`src/rtl/jstk_spi_responder.sv`:
```
// jstk_spi_responder: SPI mode-0 slave emulating one PmodJSTK with frame-consistent X/Y/button snapshot and LED capture
module jstk_spi_responder #(
    parameter int FRAME_BYTES = 5,
    parameter int SYNC_STAGES = 2
) (
    input  logic       clk50M,
    input  logic       reset,
    input  logic       cs,
    input  logic       sck,
    input  logic       mosi,
    output logic       miso,
    input  logic [9:0] x_pos,
    input  logic [9:0] y_pos,
    input  logic [2:0] buttons,
    output logic [1:0] led,
    output logic       frame_done,
    output logic       frame_error
);
    typedef enum logic [1:0] {IDLE, SHIFT, WAIT_HIGH} state_t;
    state_t state, state_n;
    logic [SYNC_STAGES-1:0] cs_sync, sck_sync, mosi_sync;
    logic cs_d, sck_d, cs_s, sck_s, mosi_s;
    logic cs_fall, cs_rise, sck_rise, sck_fall;
    logic [9:0] hold_x, hold_y;
    logic [2:0] hold_b;
    logic [7:0] tx, rx, cmd, next_byte, rx_n;
    logic [2:0] bit_cnt, byte_cnt;
    always_ff @(posedge clk50M) begin
        cs_sync   <= {cs_sync[SYNC_STAGES-2:0], cs};
        sck_sync  <= {sck_sync[SYNC_STAGES-2:0], sck};
        mosi_sync <= {mosi_sync[SYNC_STAGES-2:0], mosi};
        cs_d      <= cs_s;
        sck_d     <= sck_s;
    end
    assign cs_s     = cs_sync[SYNC_STAGES-1];
    assign sck_s    = sck_sync[SYNC_STAGES-1];
    assign mosi_s   = mosi_sync[SYNC_STAGES-1];
    assign cs_fall  = cs_d & ~cs_s;
    assign cs_rise  = ~cs_d & cs_s;
    assign sck_rise = ~sck_d & sck_s & ~cs_s;
    assign sck_fall = sck_d & ~sck_s & ~cs_s;
    assign rx_n     = {rx[6:0], mosi_s};
    always_comb begin
        next_byte = byte_cnt == 3'd0 ? hold_x[7:0] :
                    byte_cnt == 3'd1 ? {6'b0, hold_x[9:8]} :
                    byte_cnt == 3'd2 ? hold_y[7:0] :
                    byte_cnt == 3'd3 ? {6'b0, hold_y[9:8]} :
                    byte_cnt == 3'd4 ? {5'b0, hold_b} : 8'h00;
        miso = (state == SHIFT && !cs_s) ? tx[7] : 1'b0;
        state_n = state;
        case (state)
            IDLE:      state_n = cs_fall ? SHIFT : (!cs_s ? WAIT_HIGH : IDLE);
            SHIFT:     state_n = cs_rise ? IDLE : SHIFT;
            WAIT_HIGH: state_n = cs_s ? IDLE : WAIT_HIGH;
            default:   state_n = IDLE;
        endcase
    end
    always_ff @(posedge clk50M) begin
        if (reset) begin
            state       <= IDLE;
            led         <= 2'b00;
            frame_done  <= 1'b0;
            frame_error <= 1'b0;
            bit_cnt     <= 3'd0;
            byte_cnt    <= 3'd0;
            tx          <= 8'h00;
            rx          <= 8'h00;
            cmd         <= 8'h00;
            hold_x      <= 10'd0;
            hold_y      <= 10'd0;
            hold_b      <= 3'd0;
        end else begin
            state       <= state_n;
            frame_done  <= 1'b0;
            frame_error <= 1'b0;
            if (state == IDLE && cs_fall) begin
                hold_x   <= x_pos;
                hold_y   <= y_pos;
                hold_b   <= buttons;
                tx       <= x_pos[7:0];
                bit_cnt  <= 3'd0;
                byte_cnt <= 3'd0;
            end else if (state == SHIFT) begin
                if (cs_rise) begin
                    if (byte_cnt == 3'(FRAME_BYTES) && bit_cnt == 3'd0) begin
                        frame_done <= 1'b1;
                        if (cmd[7]) led <= cmd[1:0];
                    end else begin
                        frame_error <= 1'b1;
                    end
                end else if (sck_rise) begin
                    rx      <= rx_n;
                    bit_cnt <= bit_cnt + 3'd1;
                    if (bit_cnt == 3'd7) begin
                        byte_cnt <= byte_cnt == 3'd7 ? byte_cnt : byte_cnt + 3'd1;
                        if (byte_cnt == 3'd0) cmd <= rx_n;
                    end
                end else if (sck_fall) begin
                    tx <= bit_cnt == 3'd0 ? next_byte : {tx[6:0], 1'b0};
                end
            end
        end
    end
endmodule

```
`config.mk`:
```
export PLATFORM = sky130hd
export DESIGN_NAME = jstk_spi_responder
export DESIGN_NICKNAME = d
export VERILOG_FILES = /design/src/rtl/jstk_spi_responder.sv
export SDC_FILE = /design/constraint.sdc
export NUM_CORES = 1
export LEC_CHECK = 0
export BUFFER_PORTS_ARGS = -buffer_cell sky130_fd_sc_hd__buf_2
export CELL_PAD_IN_SITES_DETAIL_PLACEMENT = 0
export CELL_PAD_IN_SITES_GLOBAL_PLACEMENT = 1
export CORE_MARGIN = 2
export CORE_UTILIZATION = 46
export DETAILED_ROUTE_END_ITERATION = 12
export PLACE_DENSITY = 0.85
export SYNTH_ARGS = -nofsm -noshare
export SYNTH_HDL_FRONTEND = slang
export SYNTH_SLANG_ARGS = --single-unit
```
`constraint.sdc`:
```
create_clock -name clk50M -period 5.41 [get_ports clk50M]
set_clock_uncertainty 0.15 [all_clocks]
set_input_delay 1.082 -clock clk50M [delete_from_list [all_inputs] [get_ports clk50M]]
set_output_delay 1.082 -clock clk50M [all_outputs]
set_load 0.02 [all_outputs]
```
## Yosys cells after proc, flatten, opt, wreduce, memory -nomap -nowiden

Cells that the tools add are included.
W data, S select, Z words.

| operators by class | value |
|---|---|
| add/subtract/negate cells | 2 |
| reductions and logical operators | 17 |
| eq/ne operators | 11 |
| bitwise gates (word level) | 14 |
| multiplexer cells | 18 |

Operators with widths:

| kind | number |
|---|---|
| $mux W8 | 9 |
| $eq A3 B3 Y1 const B | 4 |
| $reduce_and A5 Y1 | 2 |
| $not A1 Y1 | 8 |
| $reduce_and A4 Y1 | 2 |
| $add A3 B1 Y3 const B | 2 |
| $and A1 B1 Y1 | 6 |
| $eq A3 B2 Y1 const B | 2 |
| $logic_not A3 Y1 | 2 |
| $mux W3 | 2 |
| $pmux W2 S3 | 1 |
| $reduce_and A6 Y1 | 1 |
| $mux W1 | 4 |
| $mux W2 | 2 |
| $ne A2 B1 Y1 const B | 2 |
| $reduce_bool A2 Y1 | 2 |
| $reduce_or A4 Y1 | 1 |
| $eq A3 B1 Y1 const B | 1 |
| $logic_and A1 B1 Y1 | 3 |
| $reduce_and A3 Y1 | 1 |
| $eq A2 B1 Y1 const B | 1 |
| $eq A2 B2 Y1 const B | 1 |
| $logic_not A2 Y1 | 1 |
| $reduce_or A2 Y1 | 1 |
| $logic_not A1 Y1 | 1 |

| word-level totals | value |
|---|---|
| output and inout bits | 5 |
| input port bits | 28 |
| flip-flop bits (word level) | 66 |

## Longest topological paths before layout

Gate-level depths: netlist of run 1.

| logic depth | value |
|---|---|
| word-level depth | 12 |
| gate-level depth with buffers | 8 |
| mapped depth without buffers | 7 |

## Least setup slack after synthesis of run 1

No wires, ideal clock.

| path | value |
|---|---|
| kind | register to output |
| start | register state[1] |
| end | output miso |
| buffers on the path | 0 |
| cell stages (with the launch flop) | 3 |
| data arrival time | 0.738 ns |
| slack | 3.440 ns |
| cell sequence | dfxtp_1 nor2_4 and3_1 |

| between the ends | value |
|---|---|
| word-level cells in the longest chain between the ends | 3 |

RTL lines:

| what | RTL line | RTL |
|---|---|---|
| from (decl) | 20 | `state_t state, state_n;` |
| from (signal assigned) | 73 | `state <= state_n;` |
| $eq A2 B1 Y1 | 49 | `miso = (state == SHIFT && !cs_s) ? tx[7] : 1'b0;` |
| $logic_and A1 B1 Y1 | 49 |  |
| $mux W1 | 49 |  |
| to (decl) | 11 | `output logic miso,` |

No other way between the ends.

## Final worst setup path of run 1

Same ends and word-level chain as after synthesis.

==> results of run 1 <==
## layout make-up
| type | count | area, um^2 | area share |
|---|---|---|---|
| Sequential cell | 61 | 1221 | 0.4205 |
| Tap cell | 70 | 87.58 | 0.03016 |
| Inverter | 8 | 30.03 | 0.01034 |
| Timing Repair Buffer | 32 | 160.2 | 0.05515 |
| Multi-Input combinational cell | 187 | 1184 | 0.4076 |
| Clock inverter | 7 | 97.59 | 0.03361 |
| Clock buffer | 9 | 123.9 | 0.04265 |
## registers in the layout (all words and copies together) (netlist names)
name / cells
hold_b: 3
sck_sync: 2
hold_x: 10
bit_cnt: 3
frame_error: 1
frame_done: 1
cs_sync: 2
hold_y: 10
tx: 8
cs_d: 1
sck_d: 1
mosi_sync: 2
led: 2
cmd: 3
rx: 7
byte_cnt: 3
state: 2
## worst reg2reg max path, stage by stage (launching register included)
cell      delay (ns)
dfxtp_1         0.36
nor2_4          0.17
nand4b_1        0.63
or3b_4          0.68
mux2_4          0.31
nor2_2          0.07
## per-layer routing
layer / track usage / wire [um] / vias to the layer above
met4: 0.1143 / 142 / 0
met5: 0 / 0 / -
met1: 0.2255 / 2369 / 906
met2: 0.2845 / 2277 / 27
met3: 0.03837 / 144 / 10
li1: - / - / 997
## worst min-delay path by stage
stage	start	to	slack, ns	cells past startpoint
6_report	cs_sync[0]	cs_sync[1]	0.18	0
2_1_floorplan	cs_sync[0]	cs_sync[1]	0.16	0
3_3_place_gp	mosi_sync[0]	mosi_sync[1]	0.16	0
3_5_place_dp	cs_sync[0]	cs_sync[1]	0.16	0
5_1_grt	sck_sync[0]	sck_sync[1]	0.18	0
4_1_cts	cs_sync[0]	cs_sync[1]	0.18	0
## metrics by stage
stage | instances | hold slack (ns)
2_1_floorplan | 271 | 0.1596
3_3_place_gp | 358 | 0.1604
3_5_place_dp | 358 | 0.1621
4_1_cts | 374 | 0.1793
5_1_grt | 374 | 0.1837
6_report | 374 | 0.1793
## cells by family after synthesis
kind of cell,count (synthesis),share of synthesized area
AOI/OAI and AO/OA,60,0.1642
xor gates and xnor gates,2,0.007012
DFF,61,0.4887
and+or+nand+nor,100,0.1913
adders and majority gates,9,0.04507
muxes,16,0.06610
buffers and inverters,23,0.03756
## power by group
group          internal [mW]  leakage (nW)  total (mW)  switching [mW]
Sequential             0.466         0.498       0.475         0.00969
Combinational         0.0230         0.616      0.0548          0.0318
Clock                  0.261         0.106       0.453           0.192
## cells in the final DEF (no fill, tap or decap), types with 2 or more instances in the layout
master / n
o21a_1: 2
dfxtp_1: 61
bufinv_16: 2
inv_6: 2
buf_2: 32
ha_1: 9
a311oi_1: 7
inv_1: 8
a21oi_1: 27
nor2_1: 25
clkinvlp_4: 2
clkbuf_8: 9
mux2i_1: 15
and3_1: 2
xnor2_1: 2
and3b_1: 2
a211oi_1: 2
nor2b_1: 4
nand2_1: 51
nand2b_1: 3
o211ai_1: 6
a221o_1: 8
o21ai_0: 2
==> summary.txt, run 1 <==
Run status
  • Status: completed

Clock tree
  • TritonCTS Sinks: 61
  • Clock latency on the worst-skew pair: approximately 0.35 ns
  • TritonCTS clock tree: yes
  • CTS Hold Bufs: 0
  • H-tree levels: 3
  • Clk pin slew, worst setup/hold paths: around 0.070 ns
  • Post-CTS Resized: 0
  • Root buf cell: clkbuf_8
  • TritonCTS buffer count: 9
  • Max clock buf depth: 2
  • Post-CTS Setup Inserts: 0

Yosys
  • Syn Std Cell Area: between 0.002 and 0.0025 mm^2
  • Avg Cell Area, Syn: a little over 9 um^2
  • Synth top cells by count: dfxtp_1, nand2_1, a21oi_1
  • FFs w/ async S/R, synth: 0
  • Most frequent cell after synthesis: dfxtp_1
  • Syn Inst Count: 271
  • Seq/Total Area, Yosys: 0.4887
  • Unique masters post-synth: 41
  • Top cell type's share of synthesized area: 0.4887
  • Yosys Warn Count: 0
  • Yosys reg bits: 61
  • Synth Flop Type: dfxtp_1
  • Synth top area cells: dfxtp_1, nand2_1, mux2i_1, a21oi_1, ha_1
  • Syn Nets: 308
  • Number of enable flip-flop cells after synthesis: 0
  • Synth area leader: dfxtp_1

Timing
  • Final setup violating endpoints: 0
  • Slew Viols, Final: 0
  • Min cycle time layout: approximately 2.4 ns
  • Relative slew slack: 0.2851
  • Tcrit/Tclk final: 0.4512
  • Final hold viol count: 0
  • Fin Setup TNS: 0 ns
  • RSZ-0062 raised after global routing: false
  • Max frequency: between 400 and 500 MHz
  • Final worst setup slack: 2.969 ns
  • Worst Tran Pin Value: 1.070 ns

Layout
  • Layout cells sized above 1: 0.1809
  • Fillers: 503
  • Final Cell Area: around 0.0029 mm^2
  • Diode count: 0
  • Final nets: 336
  • Area grow syn2layout: 16.22%
  • Post-layout util: 0.5614

Power
  • Final Power: 0.9833 mW
  • Lkg Pwr: 1.221 nW
  • Worst VDD drop: 0.2239 mV
  • Pwr Density: between 300 and 400 mW/mm^2

Floorplan
  • # IOs: 33
  • Initial core utilization: 0.4831
  • Rows: 26
  • Die Y: about 80 um
  • Die ar.: 0.006037 mm^2
  • CORE AREA: 0.005172 mm^2
  • DIE WIDTH: approximately 78 um

Placement
  • RePlAce Congestion: 0.7458
  • Port Buf Inserts: 32
  • Worst slack, placed: ~3 ns
  • DP Wirelength: between 3000 and 4000 um
  • Placed Instance Area: around 0.0027 mm^2

GRT
  • Largest net degree at the start of global routing: 49
  • Grt ovf: 0
  • Total global routing track utilization: 0.1812
  • Initial antenna violation count: 0
  • Vias in the first global route: between 1500 and 2000
  • First-pass GRT wire length: approximately 8500 um

Worst setup path
  • Worst endpoint required time: 4.18 ns
  • CP endpoint kind: output pin
  • Critical Path Start Type: flop
  • Critical Path, Cell by Cell: nor2_4, and3_1, buf_2
  • R2R Path End: byte_cnt[2]
  • Worst path max stage delay: about 0.36 ns
  • CP endpoint: miso
  • Reg2Reg Setup Slack: approximately 3.0 ns
  • R2R depth: 5
  • Crit-path max FO: 6
  • R2R Path Start: state[1]
  • Critical Path AT: between 1 and 1.5 ns
  • Buf/Inv on CP: 1
  • Setup Crit Path Kind: reg2out
  • Crit path depth: 3
  • Critical-path top delay cell: dfxtp_1
  • CP top delay family: flip-flops
  • Crit. Startpoint: state[1]

Detailed routing
  • Routed len/inst: approximately 13 um
  • TritonRoute pass-1 iters: 4
  • Vias/cell: 5.187
  • Routed Antenna Nets: 0
  • DRC: 0
  • DR iter-0 viols: 87
  • WL final: ~4900 um
  • Vias: just under 2000

Worst hold path
  • HP Class: reg2reg

Job
  • Max Cap Viol: 0
Power figures use the tool's default switching activity.
==> run 2: changes to the inputs <==
--- a/config.mk
+++ b/config.mk
@@ -5,13 +5,14 @@
 export SDC_FILE = /design/constraint.sdc
 export NUM_CORES = 1
 export LEC_CHECK = 0
+export ABC_AREA = 1
 export BUFFER_PORTS_ARGS = -buffer_cell sky130_fd_sc_hd__buf_2
 export CELL_PAD_IN_SITES_DETAIL_PLACEMENT = 0
 export CELL_PAD_IN_SITES_GLOBAL_PLACEMENT = 1
 export CORE_MARGIN = 2
-export CORE_UTILIZATION = 46
+export CORE_UTILIZATION = 37
 export DETAILED_ROUTE_END_ITERATION = 12
-export PLACE_DENSITY = 0.85
+export PLACE_DENSITY = 0.77
 export SYNTH_ARGS = -nofsm -noshare
 export SYNTH_HDL_FRONTEND = slang
 export SYNTH_SLANG_ARGS = --single-unit
==> constraint.sdc (replaced) <==
create_clock -name clk50M -period 2 [get_ports clk50M]
set_clock_uncertainty 0.15 [all_clocks]
set_input_delay 0.4 -clock clk50M [delete_from_list [all_inputs] [get_ports clk50M]]
set_output_delay 0.4 -clock clk50M [all_outputs]
set_load 0.02 [all_outputs]
==> run 2 against run 1 <==
Compared with the run above:
- register-to-register slack got worse by 2.7 ns
- final cell count up 32%
- wire length increased by 14%
- worst hold slack lost 0.030 ns
- flip-flop and latch count is the same
==> summary.txt, run 2 <==
Timing
  • Final setup violating endpoints: 0 (unchanged)
  • Relative slew slack: 0.6825 (+0.3974)
  • Worst Tran Pin Value: 0.4745 ns (-0.5952 ns)
  • RSZ-0062 raised after global routing: false
  • Slew Viols, Final: 0 (unchanged)
  • Min cycle time layout: approximately 1.8 ns
  • Max frequency: 557.7 MHz
  • Final worst setup slack: 0.2070 ns (-2.762 ns)
  • Final hold viol count: 0 (unchanged)
  • Fin Setup TNS: 0 ns (unchanged)
  • Tcrit/Tclk final: 0.8965

Worst setup path
  • R2R Path End: cmd[1]
  • Critical-path top delay cell: dfxtp_1
  • Crit-path max FO: 3 (-3)
  • R2R depth: 7 (+2)
  • Critical Path AT: 1.24 ns (+0.03 ns)
  • Setup Crit Path Kind: reg2out
  • Worst endpoint required time: 1.45 ns (-2.73 ns)
  • Critical Path, Cell by Cell: nand2_1, nor3b_1, buf_2
  • CP endpoint kind: output pin
  • Crit. Startpoint: state[0]
  • R2R Path Start: state[0]
  • Reg2Reg Setup Slack: 0.26 ns (-2.74 ns)
  • Worst path max stage delay: 0.41 ns (+0.05 ns)
  • CP endpoint: miso
  • Critical Path Start Type: flop

Layout
  • Diode count: 0 (unchanged)
  • Post-layout util: 0.4555 (-0.1059)
  • Final nets: 431 (+28%)
  • Commonest non-fill, non-tap cells in the layout: nor2_1, dfxtp_1, nand2_1, o21ai_0, inv_1
  • Reg area: 0.001221 mm^2 (unchanged)
  • Area grow syn2layout: 18.37%
  • Multi-input gate area: 0.001152 mm^2 (-2.6%)
  • Layout cells sized above 1: 0.1738 (-0.007118)
  • Top Registers: hold_x: 10 flops, hold_y: 10 flops, tx: 8 flops
  • Fillers: 749 (+49%)
  • Finished Layout Cells: 493 (+32%)

Detailed routing
  • DR iter-0 viols: 83 (-4.6%)
  • Routed len/inst: 11.37 um (-14%)
  • Vias/cell: 4.611 (-11%)
  • TritonRoute pass-1 iters: 5 (+1)
  • Routed Antenna Nets: 0 (unchanged)
  • DRC: 0 (unchanged)
  • Vias: 2273 (+17%)
  • WL final: 5605 um (+14%)

Clock tree
  • Post-CTS Resized: 0 (unchanged)
  • Max clock buf depth: 2 (unchanged)
  • Root buf cell: clkbuf_8
  • TritonCTS clock tree: yes
  • Clk pin slew, worst setup/hold paths: 0.06 ns (about the same)
  • TritonCTS buffer count: 9 (unchanged)
  • H-tree levels: 3 (unchanged)
  • Clock latency on the worst-skew pair: 0.33 ns (-0.02 ns)
  • TritonCTS Sinks: 61 (unchanged)

Yosys
  • Yosys reg bits: 61 (unchanged)
  • Number of enable flip-flop cells after synthesis: 0 (unchanged)
  • Synth area leader: dfxtp_1
  • Top cell type's share of synthesized area: 0.4645 (-0.02419)
  • Unique masters post-synth: 28 (-32%)
  • FFs w/ async S/R, synth: 0 (unchanged)
  • Seq/Total Area, Yosys: 0.4645 (-0.02419)
  • Synth top cells by count: dfxtp_1, nor2_1, nand2_1
  • Synth top area cells: dfxtp_1, o21ai_0, nor2_1, nand2_1, inv_1
  • Yosys Warn Count: 0 (unchanged)
  • Syn Inst Count: 355 (+31%)
  • Syn Nets: 392 (+27%)
  • Avg Cell Area, Syn: 7.405 um^2 (-20%)
  • Syn Std Cell Area: 0.002629 mm^2 (+5.2%)
  • Synth Flop Type: dfxtp_1

Power
  • Lkg Pwr: 1.479 nW (+21%)
  • Pwr Density: 837.8 mW/mm^2 (+150%)
  • NetSw: 0.5916 mW (+150%)
  • Switch share: 0.2269 (-0.01047)
  • Worst VDD drop: 0.4251 mV (+90%)
  • Power share of the combinational group: 0.074 (+0.018)
  • Clock network fraction of design power: 0.427 (-0.034)
  • Pint: 2.016 mW (+170%)
  • Sequential share of power: 0.499 (+0.016)

Placement
  • Port Buf Inserts: 32 (unchanged)
  • DP Wirelength: 3829 um (+21%)
  • RePlAce Congestion: 0.7873 (+5.6%)
  • Inst Count DP: 476 (+33%)
  • Worst slack, placed: 0.2693 ns (-2.675 ns)

Floorplan
  • DIE WIDTH: 88.29 um (+14%)
  • Rows: 30 (+15%)
  • Die Y: 88.29 um (+14%)
  • Die ar.: 0.007795 mm^2 (+29%)
  • CORE AREA: 0.006832 mm^2 (+32%)
  • # IOs: 33 (unchanged)
  • Initial core utilization: 0.3848 (-0.09827)

Job
  • Max Cap Viol: 0 (unchanged)

Worst hold path
  • Worst hold start: y_pos[6]
  • HP Class: in2reg

GRT
  • First-pass GRT wire length: 9611 um (+13%)
  • Largest net degree at the start of global routing: 41 (-16%)
  • Initial antenna violation count: 0 (unchanged)
  • Total global routing track utilization: 0.1628 (-0.01837)
  • Vias in the first global route: 2114 (+13%)
  • Grt ovf: 0 (unchanged)

Run status
  • Status: completed
==> run 2: cell count changes in the layout (fill, tap and decap cells not counted), moves of 12 or more <==
| cell | before | now |
|---|---|---|
| nor2_1 | 25 | 61 |
| nand3_1 | 1 | 26 |
| inv_1 | 8 | 44 |
| mux2i_1 | 15 | 0 |
| a21oi_1 | 27 | 15 |
| o21ai_0 | 2 | 47 |
==> run 2: area by class of cell <==
class | instances | area share
clock buffer | 13 | 0.05428
multi-input combinational | 232 | 0.3703
timing repair buffer | 41 | 0.07559
inverter | 49 | 0.05911
sequential | 61 | 0.3924
tap | 96 | 0.03860
clock inverter | 1 | 0.009650
==> run 2: cell families (layout without fill, tap and decap cells) <==
family	count (synthesis)	in the layout	share of synthesized area
DFF	61	61	0.4645
buffers and inverters	62	104	0.09709
adders and majority gates	9	9	0.04284
AOI/OAI and AO/OA	68	68	0.1352
and+or+nand+nor	155	155	0.2604
==> run 2: metal layers <==
| metal | wire [um] | GRT usage | vias up |
|---|---|---|---|
| met4 | 31 | 0.05234 | 0 |
| li1 | - | - | 1200 |
| met3 | 216 | 0.06250 | 2 |
| met5 | 0 | 0 | - |
| met1 | 2886 | 0.2145 | 1023 |
| met2 | 2470 | 0.2474 | 48 |
==> run 2: stage by stage <==
step	total power, mW	cell area (um^2)	hold WS, ns
6_report	2.607	3112	0.1490
5_1_grt	2.737	3112	0.1402
4_1_cts	2.636	3082	0.0009051
3_5_place_dp	1.518	2883	0.1643
3_3_place_gp	1.516	2883	0.1610
2_1_floorplan	1.450	2629	0.1596
==> run 2: how the worst min path moves through the flow <==
stage	cells past startpoint	endpoint	slack, ns
6_report	3	hold_y[6]	0.15
5_1_grt	3	hold_b[1]	0.14
4_1_cts	1	sck_sync[0]	0.0009
3_5_place_dp	0	cs_sync[1]	0.16
3_3_place_gp	0	cs_sync[1]	0.16
2_1_floorplan	0	cs_sync[1]	0.16
==> run 2: power by group through the flow <==
stage | sequential [mW] | combinational [mW] | clock (mW)
2_1_floorplan | 1.32 | 0.133 | 0
3_3_place_gp | 1.33 | 0.188 | 0
3_5_place_dp | 1.33 | 0.191 | 0
4_1_cts | 1.30 | 0.192 | 1.14
5_1_grt | 1.31 | 0.225 | 1.21
6_report | 1.30 | 0.193 | 1.11
==> run 2: what timing repair did <==
item | in CTS | in global routing
hold buffers | 0 | 3
buffers inserted | 0 | 0
endpoints found under the hold margin | 0 | 3
setup endpoints to repair | 0 | 0
==> run 2: critical path: cells and delay by family, from the launching register on <==
kind                   cells  cell delay, ns
DFF                        1            0.41
and+or+nand+nor            2            0.32
buffers and inverters      1            0.20
==> run 3: changes to the inputs <==
--- a/config.mk
+++ b/config.mk
@@ -10,9 +10,9 @@
 export CELL_PAD_IN_SITES_DETAIL_PLACEMENT = 0
 export CELL_PAD_IN_SITES_GLOBAL_PLACEMENT = 1
 export CORE_MARGIN = 2
-export CORE_UTILIZATION = 37
+export CORE_UTILIZATION = 35
 export DETAILED_ROUTE_END_ITERATION = 12
-export PLACE_DENSITY = 0.77
+export PLACE_DENSITY = 0.74
 export SYNTH_ARGS = -nofsm -noshare
 export SYNTH_HDL_FRONTEND = slang
 export SYNTH_SLANG_ARGS = --single-unit
==> run 3 against run 2 <==
Compared with the run above:
- flip-flop and latch count unchanged
- core utilization decreased by 2.6 points
- sequential power about the same
- global-route usage decreased by 1.6 points
- register-to-register slack about the same
- via count decreased by 1.4%
- sequential share of layout area unchanged
- fmax increased by 0.78%
- non-clock buffer count increased by 1
- highest routed layer unchanged
- power decreased by 3.9%
==> summary.txt, run 3 (same netlist as run 2, synthesis figures left out) <==
Power
  • Worst VDD drop: 0.3296 mV (-22%)
  • NetSw: 0.6338 mW (+7.1%)
  • Pwr Density: 805.5 mW/mm^2 (-3.9%)
  • Switch share: 0.2529 (+0.02596)
  • Power share of the combinational group: 0.078 (+0.004)
  • Pint: 1.873 mW (-7.1%)
  • Lkg Pwr: 1.471 nW (-0.54%)
  • Clock network fraction of design power: 0.404 (-0.023)
  • Sequential share of power: 0.518 (+0.019)

Clock tree
  • TritonCTS clock tree: yes
  • TritonCTS Sinks: 61 (unchanged)
  • Root buf cell: clkbuf_8
  • Post-CTS Resized: 0 (unchanged)
  • H-tree levels: 3 (unchanged)
  • TritonCTS buffer count: 9 (unchanged)
  • Post-CTS Setup Inserts: 0 (unchanged)
  • Clock latency on the worst-skew pair: 0.34 ns (about the same)
  • Clk pin slew, worst setup/hold paths: 0.06 ns (about the same)
  • Max clock buf depth: 2 (unchanged)

Timing
  • Worst Tran Pin Value: 0.4939 ns (+0.01942 ns)
  • RSZ-0062 raised after global routing: false
  • Slew Viols, Final: 0 (unchanged)
  • Fin Setup TNS: 0 ns (unchanged)
  • Final worst setup slack: 0.2210 ns (+0.01395 ns)
  • Final setup violating endpoints: 0 (unchanged)
  • Final hold viol count: 0 (unchanged)
  • Relative slew slack: 0.6695 (-0.01299)
  • Tcrit/Tclk final: 0.8895 (-0.006973)
  • Max frequency: 562.1 MHz (+0.78%)
  • Min cycle time layout: 1.779 ns (-0.01395 ns)

GRT
  • Initial antenna violation count: 0 (unchanged)
  • Total global routing track utilization: 0.1467 (-0.01610)
  • Grt ovf: 0 (unchanged)
  • First-pass GRT wire length: 9591 um (-0.21%)
  • Vias in the first global route: 2062 (-2.5%)
  • Largest net degree at the start of global routing: 31 (-24%)

Worst setup path
  • Critical Path AT: 1.23 ns (about the same)
  • CP top delay family: flip-flops
  • Buf/Inv on CP: 1 (unchanged)
  • Worst path max stage delay: 0.39 ns (-0.02 ns)
  • Critical Path Start Type: flop
  • Critical-path top delay cell: dfxtp_1
  • CP endpoint kind: output pin
  • Setup Crit Path Kind: reg2out
  • Critical Path, Cell by Cell: nand2_1, nor3b_1, buf_2
  • Crit-path max FO: 3 (unchanged)
  • Worst endpoint required time: 1.45 ns (about the same)

Layout
  • Diode count: 0 (unchanged)
  • Final nets: 432 (+0.23%)
  • Layout cells sized above 1: 0.1800 (+0.006196)
  • Top Registers: hold_x: 10 flops, hold_y: 10 flops, tx: 8 flops
  • Commonest non-fill, non-tap cells in the layout: nor2_1, dfxtp_1, nand2_1, o21ai_0, inv_1
  • Fillers: 782 (+4.4%)
  • Area grow syn2layout: 18.37% (unchanged)

Detailed routing
  • DR iter-0 viols: 82 (-1.2%)
  • Routed len/inst: 11.13 um (-2.1%)
  • Routed Antenna Nets: 0 (unchanged)
  • WL final: 5555 um (-0.89%)
  • DRC: 0 (unchanged)
  • Vias/cell: 4.491 (-2.6%)
  • TritonRoute pass-1 iters: 4 (-1)
  • Vias: 2241 (-1.4%)

Floorplan
  • CORE AREA: 0.007253 mm^2 (+6.2%)
  • # IOs: 33 (unchanged)
  • DIE WIDTH: 90.67 um (+2.7%)
  • Initial core utilization: 0.3624 (-0.02237)
  • Die Y: 90.67 um (+2.7%)
  • Rows: 31 (+3.3%)
  • Die ar.: 0.008220 mm^2 (+5.5%)

Worst hold path
  • HP Class: in2reg

Run status
  • Status: completed

Job
  • Max Cap Viol: 0 (unchanged)

Placement
  • Worst slack, placed: 0.2993 ns (+0.03000 ns)
  • RePlAce Congestion: 0.7731 (-1.8%)
  • Port Buf Inserts: 32 (unchanged)
  • DP Wirelength: 3860 um (+0.82%)
run 3: worst min-delay path, delay by kind of cell:
kind                   cells  cell delay [ns]
AND/OR/NAND/NOR            2             0.11
buffers and inverters      1             0.07
run 3: path summary, 6_finish.rpt:
path	startpoint	end	slack, ns	cells after the start
min reg2reg	sck_sync[0]	sck_sync[1]	0.18	0
min	buttons[1]	hold_b[1]	0.13	3
max reg2reg	byte_cnt[0]	tx[0]	0.25	8
max	state[0]	miso	0.22	3
run 3: layout make-up:
type | instances | area [um^2] | area share
timing repair buffer | 42 | 242.7 | 0.07801
multi-input combinational | 232 | 1152 | 0.3703
tap | 99 | 123.9 | 0.03981
inverter | 49 | 183.9 | 0.05911
clock inverter | 4 | 32.53 | 0.01045
sequential | 61 | 1221 | 0.3924
clock buffer | 12 | 155.1 | 0.04986
run 3: timing repair:
item | CTS | global route
hold buffers | 3 | 0
endpoints found under the hold margin | 3 | 0
setup endpoints to repair | 0 | 0
run 3: metal layers:
layer	up-vias	track usage	routed length [um]
li1	1204	-	-
met1	996	0.1916	2795
met2	32	0.2195	2463
met3	9	0.05927	224
met4	0	0.05000	72
met5	-	0	0
run 3: metrics by stage:
step,area (um^2),cells,hold WS (ns),total power [mW],util
after global placement,2894,480,0.1598,1.518,0.3990
after detailed placement,2894,480,0.1621,1.519,0.3990
final,3112,499,0.1342,2.506,0.4290
after global routing,3112,499,0.1250,2.640,0.4290
after floorplan,2629,355,0.1596,1.450,-
after CTS,3112,499,0.1183,2.545,0.4290
run 3: power groups by stage:
| stage | Clock (mW) | Combinational [mW] | Sequential (mW) |
|---|---|---|---|
| after global placement | 0 | 0.191 | 1.33 |
| after detailed placement | 0 | 0.193 | 1.33 |
| after CTS | 1.05 | 0.199 | 1.30 |
| after global routing | 1.11 | 0.227 | 1.31 |
| final | 1.01 | 0.195 | 1.30 |
| after floorplan | 0 | 0.133 | 1.32 |
